File: src/rtl/uart_rx_receiver.sv
//==============================================================================
// Module   : uart_rx_receiver
// Purpose  : UART serial receive engine, 8x oversampled, 3-sample majority vote
// Revision : 1.0 - initial release
//==============================================================================
`timescale 1ns/1ps
`default_nettype none

module uart_rx_receiver #(
    parameter int DATA_BITS  = 8,
    parameter int PARITY_EN  = 0,
    parameter int PARITY_ODD = 0,
    parameter int STOP_BITS  = 1
) (
    input  logic                 clk,
    input  logic                 rst,
    input  logic                 RxEn_i,
    input  logic                 AcqSig_i,
    input  logic                 Rx_i,
    output logic [DATA_BITS-1:0] Data_o,
    output logic                 DataValid_o,
    output logic                 ParityErr_o,
    output logic                 FrameErr_o,
    output logic                 Busy_o
);

    localparam logic [2:0] c_st_idle   = 3'd0;
    localparam logic [2:0] c_st_start  = 3'd1;
    localparam logic [2:0] c_st_data   = 3'd2;
    localparam logic [2:0] c_st_parity = 3'd3;
    localparam logic [2:0] c_st_stop   = 3'd4;

    localparam logic [3:0] c_last_data = 4'(DATA_BITS - 1);
    localparam logic [3:0] c_last_stop = 4'(STOP_BITS - 1);
    localparam logic       c_par_odd   = 1'(PARITY_ODD);
    localparam logic [2:0] c_after_data = (PARITY_EN != 0) ? c_st_parity : c_st_stop;

    logic                 r_rx_meta;
    logic                 r_rx_s;
    logic [2:0]           r_state;
    logic [2:0]           r_phase;
    logic [3:0]           r_bit_idx;
    logic                 r_s3;
    logic                 r_s4;
    logic [DATA_BITS-1:0] r_shift;
    logic                 r_par_acc;
    logic                 r_par_err;
    logic                 r_frame_err;
    logic                 r_armed;

    logic                 w_vote;
    logic                 w_mid;
    logic                 w_end;
    logic                 w_ferr;

    // Phase-5 vote uses the live synchronized sample as the third vote
    assign w_vote = (r_s3 & r_s4) | (r_s3 & r_rx_s) | (r_s4 & r_rx_s);
    assign w_mid  = (r_phase == 3'd5);
    assign w_end  = (r_phase == 3'd7);
    assign w_ferr = r_frame_err | ~w_vote;
    assign Busy_o = (r_state != c_st_idle);

    always_ff @(posedge clk) begin
        if (rst) begin
            r_rx_meta   <= 1'b1;
            r_rx_s      <= 1'b1;
            r_state     <= c_st_idle;
            r_phase     <= 3'd0;
            r_bit_idx   <= 4'd0;
            r_s3        <= 1'b1;
            r_s4        <= 1'b1;
            r_shift     <= '0;
            r_par_acc   <= 1'b0;
            r_par_err   <= 1'b0;
            r_frame_err <= 1'b0;
            r_armed     <= 1'b1;
            Data_o      <= '0;
            DataValid_o <= 1'b0;
            ParityErr_o <= 1'b0;
            FrameErr_o  <= 1'b0;
        end else begin
            r_rx_meta   <= Rx_i;
            r_rx_s      <= r_rx_meta;
            DataValid_o <= 1'b0;
            ParityErr_o <= 1'b0;
            FrameErr_o  <= 1'b0;

            if (!RxEn_i) begin
                r_state   <= c_st_idle;
                r_phase   <= 3'd0;
                r_bit_idx <= 4'd0;
                r_armed   <= 1'b1;
            end else if (AcqSig_i) begin
                if (r_state != c_st_idle) begin
                    r_phase <= r_phase + 3'd1;
                    if (r_phase == 3'd3) r_s3 <= r_rx_s;
                    if (r_phase == 3'd4) r_s4 <= r_rx_s;
                end

                case (r_state)
                    c_st_idle: begin
                        if (r_armed && !r_rx_s) begin
                            // This tick is phase 0 of the start bit
                            r_state     <= c_st_start;
                            r_phase     <= 3'd1;
                            r_bit_idx   <= 4'd0;
                            r_par_acc   <= 1'b0;
                            r_par_err   <= 1'b0;
                            r_frame_err <= 1'b0;
                        end else if (r_rx_s) begin
                            r_armed <= 1'b1;
                        end
                    end
                    c_st_start: begin
                        if (w_mid && w_vote) begin
                            r_state <= c_st_idle;
                            r_phase <= 3'd0;
                        end else if (w_end) begin
                            r_state <= c_st_data;
                        end
                    end
                    c_st_data: begin
                        if (w_mid) begin
                            r_shift   <= {w_vote, r_shift[DATA_BITS-1:1]};
                            r_par_acc <= r_par_acc ^ w_vote;
                        end
                        if (w_end) begin
                            if (r_bit_idx == c_last_data) begin
                                r_bit_idx <= 4'd0;
                                r_state   <= c_after_data;
                            end else begin
                                r_bit_idx <= r_bit_idx + 4'd1;
                            end
                        end
                    end
                    c_st_parity: begin
                        if (w_mid) r_par_err <= ((r_par_acc ^ w_vote) != c_par_odd);
                        if (w_end) begin
                            r_bit_idx <= 4'd0;
                            r_state   <= c_st_stop;
                        end
                    end
                    c_st_stop: begin
                        if (w_mid) begin
                            if (r_bit_idx == c_last_stop) begin
                                // Mid-bit exit leaves half a bit to catch the next start edge
                                Data_o      <= r_shift;
                                DataValid_o <= 1'b1;
                                ParityErr_o <= r_par_err;
                                FrameErr_o  <= w_ferr;
                                r_armed     <= ~w_ferr;
                                r_state     <= c_st_idle;
                                r_phase     <= 3'd0;
                                r_bit_idx   <= 4'd0;
                            end else if (!w_vote) begin
                                r_frame_err <= 1'b1;
                            end
                        end
                        if (w_end) r_bit_idx <= r_bit_idx + 4'd1;
                    end
                    default: begin
                        r_state <= c_st_idle;
                        r_phase <= 3'd0;
                    end
                endcase
            end
        end
    end

endmodule

`default_nettype wire

File: config.mk
export PLATFORM = sky130hd
export DESIGN_NAME = uart_rx_receiver
export DESIGN_NICKNAME = d
export VERILOG_FILES = /design/src/rtl/uart_rx_receiver.sv
export SDC_FILE = /design/constraint.sdc
export NUM_CORES = 1
export LEC_CHECK = 0
export CAP_MARGIN = 10
export CORE_ASPECT_RATIO = 0.5
export CORE_MARGIN = 2
export CORE_UTILIZATION = 34
export DETAILED_ROUTE_END_ITERATION = 12
export PLACE_DENSITY = 0.61
export SETUP_SLACK_MARGIN = 0.4
export SYNTH_ARGS = -nofsm -noshare
export SYNTH_HDL_FRONTEND = slang
export SYNTH_SLANG_ARGS = --single-unit
File: constraint.sdc
create_clock -name clk -period 2.51 [get_ports clk]
set_input_delay 0.3765 -clock clk [delete_from_list [all_inputs] [get_ports clk]]
set_output_delay 0.3765 -clock clk [all_outputs]
set_load 0.02 [all_outputs]
# == Word-level counts from Yosys, hierarchy flattened ==
# Cells that the tools add are included.
# word_totals
regBits,37
word_cells,117
input_bits,5
# op_classes
muxes,37
n_reduce_logical,24
n_addsub,2
bitwise_logic,14
n_eq_ne,24
# ops
cell,n
3-bit two-way mux,13
4-bit two-way mux,7
2-bit inequality test (second input constant),12
4-bit one-hot mux with 4 select lines,1
3-bit one-hot mux with 5 select lines,1
5-bit AND reduction,3
7-bit AND reduction,2
3-bit == test (second input constant),4
3-bit one-hot mux with 4 select lines,1
4-bit AND reduction,3
1-bit two-way mux,10
3-bit by 2-bit == test with 1-bit output (second input constant),3
3-bit inequality test (second input constant),3
1-bit one-hot mux with 2 select lines,4
8-bit AND reduction,1
1-bit inverter,7
6-bit AND reduction,1
2-bit nonzero test,3
6-bit OR reduction,1
5-bit OR reduction,1
4-bit by 1-bit adder with 4-bit output (second input constant),1
4-bit by 3-bit == test with 1-bit output (second input constant),1
4-bit zero test,1
4-bit nonzero test,1
10 further kinds,16

# == Longest topological paths before layout ==
# Gate-level depths: netlist (run 1).
# depth
depth_word,9
depth_mapped,7
depth_no_buf,6

# == Worst setup path before layout (run 1) ==
# OpenSTA, ideal clock, no wires.
# synth_timing
kind,reg-to-reg
startpoint,reg r_phase[0]
endpoint,reg r_state[1]
stages_incl_launch_ff,7
path_buffers,0
t_required_ns,2.395
arrival_ns,1.765
setup_ns,0.115
synth_period_minus_slack_ns,1.881
slack_ns,0.629
path_cell_list,dfxtp_1 > ha_1 > ha_1 > inv_1 > a22o_1 > or4_1 > and3_1
# synth_between
elab_chain_len,4
word_cells_on_any_way,10
classes_between,eq/ne: 6; mux: 2; reduce/logical: 2
# synth_rtl
item,line_no,text
"start, declared",41,logic [2:0] r_phase;
"start signal, assigned",95,r_phase <= r_phase + 3'd1;
3-bit == test,58,assign w_mid = (r_phase == 3'd5);
1-bit logical AND,115,if (w_mid && w_vote) begin
3-bit inequality test (no source line) / 3-bit two-way mux (equally long branches),--,
8-bit AND reduction (no source line) / 3-bit one-hot mux with 5 select lines (equally long branches),--,
"end signal, assigned",67,r_state <= c_st_idle;
"end signal, assigned",116,r_state <= c_st_idle;
"end signal, assigned",119,r_state <= c_st_data;
"end, declared",40,logic [2:0] r_state;
# Parallel ways exist; a longest one is shown, timed or not.
# A chain may end at the register's enable or synchronous reset.

# == Final worst setup path (run 1) ==
# layout_timing
startpoint,reg r_state[0]
endpoint,out Busy_o
# layout_between
elab_chain_len,1
# layout_rtl
item,line_no,text
"start signal, assigned",67,
"start signal, assigned",89,r_state <= c_st_idle;
"start signal, assigned",104,r_state <= c_st_start;
3-bit nonzero test,61,assign Busy_o = (r_state != c_st_idle);
"end, declared",24,output logic Busy_o
# No other way between the ends.

==> results of run 1 <==
sequential cells by signal (all words and copies together) (netlist names), 3 cells and up:
signal	flops
r_shift	8
Data_o	8
r_phase	3
r_bit_idx	4
r_state	3
layer usage:
| layer | vias up | GRT usage, % | share of wire (%) |
|---|---|---|---|
| li1 | 810 | - | - |
| met1 | 757 | 20.8 | 50 |
| met2 | 48 | 22.6 | 44 |
| met3 | 7 | 3.09 | 4.7 |
| met4 | 0 | 5.36 | 1.4 |
| met5 | - | 0 | 0 |
kinds of logic (layout without fill, tap and decap cells):
family | count (synthesis) | in the layout
compound gates | 44 | 44
xor+xnor | 1 | 1
fa+ha+maj | 9 | 9
buf+inv | 22 | 42
flops | 37 | 37
mux | 21 | 21
simple gates | 77 | 77
power groups by stage:
stage,registers (mW),logic (mW),clock network (mW)
3_3_place_gp,0.605,0.0476,0
3_5_place_dp,0.605,0.0481,0
5_1_grt,0.592,0.0537,0.758
6_report,0.592,0.0492,0.719
2_1_floorplan,0.604,0.0285,0
4_1_cts,0.592,0.0487,0.730
synthesized netlist by cell type, drive strengths merged, types with 2 or more instances:
| library cell | count |
|---|---|
| nor2 | 22 |
| nand2b | 4 |
| nand3b | 2 |
| or3 | 2 |
| a21oi | 11 |
| nand2 | 8 |
| or3b | 3 |
| nor4 | 3 |
| a211oi | 4 |
| nand3 | 3 |
| buf | 5 |
| nor3b | 3 |
| a22o | 2 |
| clkbuf | 6 |
| maj3 | 2 |
| and2 | 4 |
| nor2b | 5 |
| o21ai | 6 |
| dfxtp | 37 |
| mux2i | 21 |
| a2111oi | 2 |
| o41ai | 2 |
| o21a | 2 |
| ha | 7 |
| inv | 11 |
| nand4 | 5 |
| nor3 | 7 |
| or2 | 2 |
| o31ai | 3 |
| o221ai | 2 |
what timing repair did:
action | 4_1_cts | 5_1_grt
resized for setup | 2 | 4
pin swaps | 0 | 2
setup endpoints to repair | 1 | 7
buffers inserted | 0 | 1
critical path, delay by kind of cell (launching register included):
kind | cells | cell delay, ns
buf+inv | 2 | 0.70
flops | 1 | 0.38
simple gates | 1 | 0.31
path summary, 6_finish.rpt:
kind | slack (ns) | cells after the start | end | startpoint
min | 0.42 | 1 | r_rx_s$_SDFF_PP1_ | r_rx_meta$_SDFF_PP1_
min reg2reg | 0.42 | 1 | r_rx_s$_SDFF_PP1_ | r_rx_meta$_SDFF_PP1_
max reg2reg | 0.46 | 6 | r_state[1]$_SDFFE_PP0P_ | r_phase[0]$_SDFFE_PP0P_
max | 0.46 | 3 | Busy_o | r_state[0]$_SDFFE_PP0P_
layout make-up:
class | instances | share of cell area (%)
clock buffers | 6 | 5.44
clock inverters | 2 | 1.64
inverters | 11 | 1.74
multi-input cells | 152 | 46.4
flip-flops and latches | 37 | 31.4
well taps | 73 | 3.86
repair buffers | 23 | 9.51
==> flow_summary.ini, run 1 <==
[global_routing]
grt_antenna_before_repair = 0
pin_count_of_the_biggest_net_entering_global_routing = 15
grt_overflow_total = 0
global_route_wire_length_before_repair_um = 7250
first_global_vias = 1498
gr-usage-all-layers_pct = 14.8

[placement]
placed_cells_incl_taps = 295
placement.setup.worst_slack_ns = 0.298
detailed_place.area_sq_um = 2160
post-dp-hpwl_um = 3120
buffer_ports.inserted = 16
gp_routability_congestion = 0.824

[setup_path]
worst_path_largest_cell_delay_ns = 0.56
slowest_stage = sky130_fd_sc_hd__clkdlybuf4s50_1
arr_time_crit_path_ns = 1.68
cp.required_ns = 2.13
cp_max_fo = 11
worst_setup_path_start_kind = flop
crit_type = flop to output pin
timing.critical_path.cells = nor3_4 -> inv_2 -> clkdlybuf4s50_1
cp-end-kind = output pin

[synthesis]
ys_warn_count = 0
yosys.area_share.simple_pct = 22.8
synth-adder-area-share_pct = 5.66
synthesis.area_sq_um = 1920
post_synth_mux_area_share_pct = 10.9
synth.ff_latch_count = 37
yosysTopAreaCell = sky130_fd_sc_hd__dfxtp_1
postSynth.asyncResetShare_pct = 0
synth_top_cell_area_share_pct = 38.5
synth.area.top_cells = sky130_fd_sc_hd__dfxtp_1 38%, sky130_fd_sc_hd__mux2i_1 11%, sky130_fd_sc_hd__ha_1 4.6%, sky130_fd_sc_hd__nor2_1 4.1%, sky130_fd_sc_hd__a21oi_1 2.6%
synth-seq-area-share_pct = 38.5
edff_count_synth = 0
synth_cell_type_count = 56
yosys.area_share.xor_xnor_pct = 0.455
synthesis.nets = 223
synthFlopType = sky130_fd_sc_hd__dfxtp_1
synth-compound-area-share_pct = 16.5
avgSynthCellArea_sq_um = 9.12
synth_cells = 211
synth_top_family_by_area = simple AND/OR/NAND/NOR gates

[floorplan]
rows = 19
area_of_the_core_region_sq_um = 5470
initial_utilization_pct = 35.2
die_height_um = 57.2
floorplan.die.width_um = 110
die-area_sq_um = 6310
ioPinCount = 17

[drt]
detailedRoute.firstIterationViolations = 120
post_drt_wl_per_cell_um = 14.4
drt_pass1_iterations = 4
routed-via-count = 1622
totalWireLength_um = 4370
drt-vias-per-instance = 5.34
drc = 0
antenna_left = 0

[cells_and_area]
syn2layout_area_growth_pct = 23.0
final_common_cell = sky130_fd_sc_hd__dfxtp_1
num_antenna_cells = 0
final_nets = 242
layout.cells.most_common_list = 35 x sky130_fd_sc_hd__dfxtp_1, 21 x sky130_fd_sc_hd__mux2i_1, 21 x sky130_fd_sc_hd__nor2_1
multi_input_comb_area_sq_um = 1100
layout-drive-gt1-share_pct = 12.1
fin_cells = 304
final_design_area_no_fill_sq_um = 2370
utilization_pct = 43.3
nFillCells = 557
final-seq-area_sq_um = 743

[cts]
htree_num_levels = 2
cts.path.max_buffers = 2
ctsHoldBuffers = 0
clkSlewWorstSetupHoldPaths_ns = 0.06
clkLatencyLatePin_ns = 0.28
cts_tree = done
cts.sinks = 37
clock_tree.root_cell = sky130_fd_sc_hd__clkbuf_16
inserted_clock_buffers = 5

[timing]
timing_worst_slew_pin_value_ns = 0.767
max_clock_freq_ghz = 0.487
layout_worst_path_cycle_share_pct = 81.8
fin_skew_ns = 0.00341
finalWorstSetupSlack_ns = 0.458
timing.final.hold_violations = 0
final_number_of_max_transition_violations = 0
max_slew_margin_pct = 48.7
finalSetupViolCount = 0
finalSetupTns_ns = 0
timing.final.crit_period_ns = 2.05
rsz0062_at_grt = false
fin_hold_ws_ns = 0.415

[worst_hold_path]
hp-class = flop to flop

[outcome]
status = complete, no violations

[power]
clkPwrFrac_pct = 52.9
cell_internal_pwr_mw = 1.08
cellLeakagePower_nw = 0.794
vdd_ir_drop_max_mv = 0.298
combinationalPowerShare_pct = 3.6
power_mw = 1.36
seq_power_share_pct = 43.5
pwr_density_nw_per_um2 = 574
power_switching_share_pct = 20.5
p_switching_mw = 0.279

[flow_run]
cap_viol_max_count = 0
Power figures use the tool's default switching activity.
==> inputs of run 2 (changes only) <==
- clock period: 2.51 -> 1.9 ns (I/O delays scaled with it)
==> flow_summary.ini, run 2 (synthesis results as in run 1) <==
[global_routing]
grt_antenna_before_repair = 0
first_global_vias = 1724
pin_count_of_the_biggest_net_entering_global_routing = 16
global_route_wire_length_before_repair_um = 8200
gr-usage-all-layers_pct = 17.0
grt_overflow_total = 0

[power]
power_switching_share_pct = 22.4
pwr_density_nw_per_um2 = 572
vdd_ir_drop_max_mv = 0.474
power_mw = 1.67
cell_internal_pwr_mw = 1.30
combinationalPowerShare_pct = 4.9
cellLeakagePower_nw = 1.10
clkPwrFrac_pct = 48.6
p_switching_mw = 0.373
seq_power_share_pct = 46.5

[cells_and_area]
reg.largest.list = Data_o x8, r_shift x8, r_bit_idx x4
layout-drive-gt1-share_pct = 39.0
syn2layout_area_growth_pct = 51.6
layout.cells.most_common_list = 35 x sky130_fd_sc_hd__buf_4, 28 x sky130_fd_sc_hd__dfxtp_1, 20 x sky130_fd_sc_hd__mux2i_1, 20 x sky130_fd_sc_hd__nor2_1, 9 x sky130_fd_sc_hd__a21oi_1
num_antenna_cells = 0
final_nets = 278
final_common_cell = sky130_fd_sc_hd__buf_4

[setup_path]
worstSetupStartpoint = r_phase[1]$_SDFFE_PP0P_
timing.reg2reg.worst_path_depth = 6
cp.required_ns = 2.07
crit_type = flop to flop
cp_max_fo = 4
arr_time_crit_path_ns = 1.89
cp-end-kind = flop
worst_setup_path_start_kind = flop
crit-reg2reg-launch = r_phase[1]$_SDFFE_PP0P_
reg2reg_setup_slack_ns = 0.18
endpoint_of_the_most_critical_setup_path = r_state[1]$_SDFFE_PP0P_
crit-reg2reg-capture = r_state[1]$_SDFFE_PP0P_

[drt]
drt-vias-per-instance = 5.23
antenna_left = 0
drt_pass1_iterations = 4
drc = 0
post_drt_wl_per_cell_um = 15.3
detailedRoute.firstIterationViolations = 106
routed-via-count = 1777
totalWireLength_um = 5210

[floorplan]
area_of_the_core_region_sq_um = 5470
die_height_um = 57.2
ioPinCount = 17
die-area_sq_um = 6310
floorplan.die.width_um = 110
rows = 19
initial_utilization_pct = 35.2

[cts]
htree_num_levels = 2
clock_tree.root_cell = sky130_fd_sc_hd__clkbuf_16
clkSlewWorstSetupHoldPaths_ns = 0.06
cts_tree = done
clkLatencyLatePin_ns = 0.28
inserted_clock_buffers = 5
cts.path.max_buffers = 2
cts.sinks = 37

[timing]
final_number_of_max_transition_violations = 0
max_slew_margin_pct = 76.3
finalSetupViolCount = 0
layout_worst_path_cycle_share_pct = 90.7
max_clock_freq_ghz = 0.580
fin_skew_ns = 0.00683
finalSetupTns_ns = 0
fin_hold_ws_ns = 0.409
timing.final.hold_violations = 0
timing.final.crit_period_ns = 1.72
timing_worst_slew_pin_value_ns = 0.355
rsz0062_at_grt = true

[outcome]
status = complete, no violations

[placement]
buffer_ports.inserted = 16
gp_routability_congestion = 0.861
post-dp-hpwl_um = 3430

[worst_hold_path]
hp-class = flop to flop

[flow_run]
cap_viol_max_count = 0
## run 2: cell count changes in the layout (fill, tap and decap cells not counted), moves of 5 or more
| cell | previous run | this run |
|---|---|---|
| sky130_fd_sc_hd__clkdlybuf4s50_1 | 16 | 5 |
| sky130_fd_sc_hd__dfxtp_4 | 0 | 5 |
| sky130_fd_sc_hd__buf_4 | 6 | 35 |
| sky130_fd_sc_hd__dlygate4sd2_1 | 0 | 7 |
| sky130_fd_sc_hd__dfxtp_1 | 35 | 28 |
| sky130_fd_sc_hd__buf_6 | 0 | 6 |
| sky130_fd_sc_hd__ha_4 | 0 | 5 |
## run 2: timing repair
| action | CTS | global route |
|---|---|---|
| gates cloned | 0 | 0 |
| resized for setup | 29 | 35 |
| endpoints found under the setup margin | 41 | 38 |
| setup buffers | 10 | 12 |
| pin swaps | 10 | 19 |
| hold buffers | 0 | 0 |
## run 2: how the worst min path moves through the flow
stage	from	endpoint	slack, ns	cells after the start
after CTS	r_rx_meta$_SDFF_PP1_	r_rx_s$_SDFF_PP1_	0.41	1
final	r_rx_meta$_SDFF_PP1_	r_rx_s$_SDFF_PP1_	0.41	1
after global placement	r_rx_meta$_SDFF_PP1_	r_rx_s$_SDFF_PP1_	0.39	1
after detailed placement	r_rx_meta$_SDFF_PP1_	r_rx_s$_SDFF_PP1_	0.40	1
after floorplan	Rx_i	r_rx_meta$_SDFF_PP1_	0.39	1
after global routing	r_rx_meta$_SDFF_PP1_	r_rx_s$_SDFF_PP1_	0.43	1
## run 2: area by class of cell
cell class              instances  area, sq um
fillers                       486         2550
multi-input cells             152         1350
flip-flops and latches         37          764
repair buffers                 59          524
clock buffers                   6          129
well taps                      73         91.3
inverters                      11         48.8
clock inverters                 2         13.8
## run 2: stage by stage
step	cell area, sq um	setup slack, ns	util [%]	cells
global route	2920	0.110	53.4	340
floorplan	2030	0.134	-	211
global placement	2380	0.0285	43.6	310
finish	2920	0.177	53.4	340
CTS	2680	0.197	49.0	328
detailed placement	2380	0.0111	43.6	310
## run 2: critical path, cell delays in order, from the launching register on
cell	delay (ns)
sky130_fd_sc_hd__dfxtp_4	0.37
sky130_fd_sc_hd__ha_4	0.14
sky130_fd_sc_hd__ha_4	0.16
sky130_fd_sc_hd__inv_4	0.04
sky130_fd_sc_hd__a22o_4	0.26
sky130_fd_sc_hd__or4_1	0.49
sky130_fd_sc_hd__and3_1	0.15
## run 2: power by group through the flow
stage	Combinational (mW)	Sequential [mW]	Clock (mW)
3_5_place_dp	0.0692	0.798	0
6_report	0.0819	0.775	0.811
3_3_place_gp	0.0686	0.797	0
4_1_cts	0.0729	0.776	0.825
2_1_floorplan	0.0399	0.796	0
5_1_grt	0.0876	0.775	0.872
## run 2: per-layer routing
layer  share of wire, %  routed length, um  global-route usage [%]
met1                 46               2390                    21.8
met2                 47               2460                    27.6
met3                5.1                266                    4.46
met4                1.7                 86                    6.79
met5                  0                  0                       0
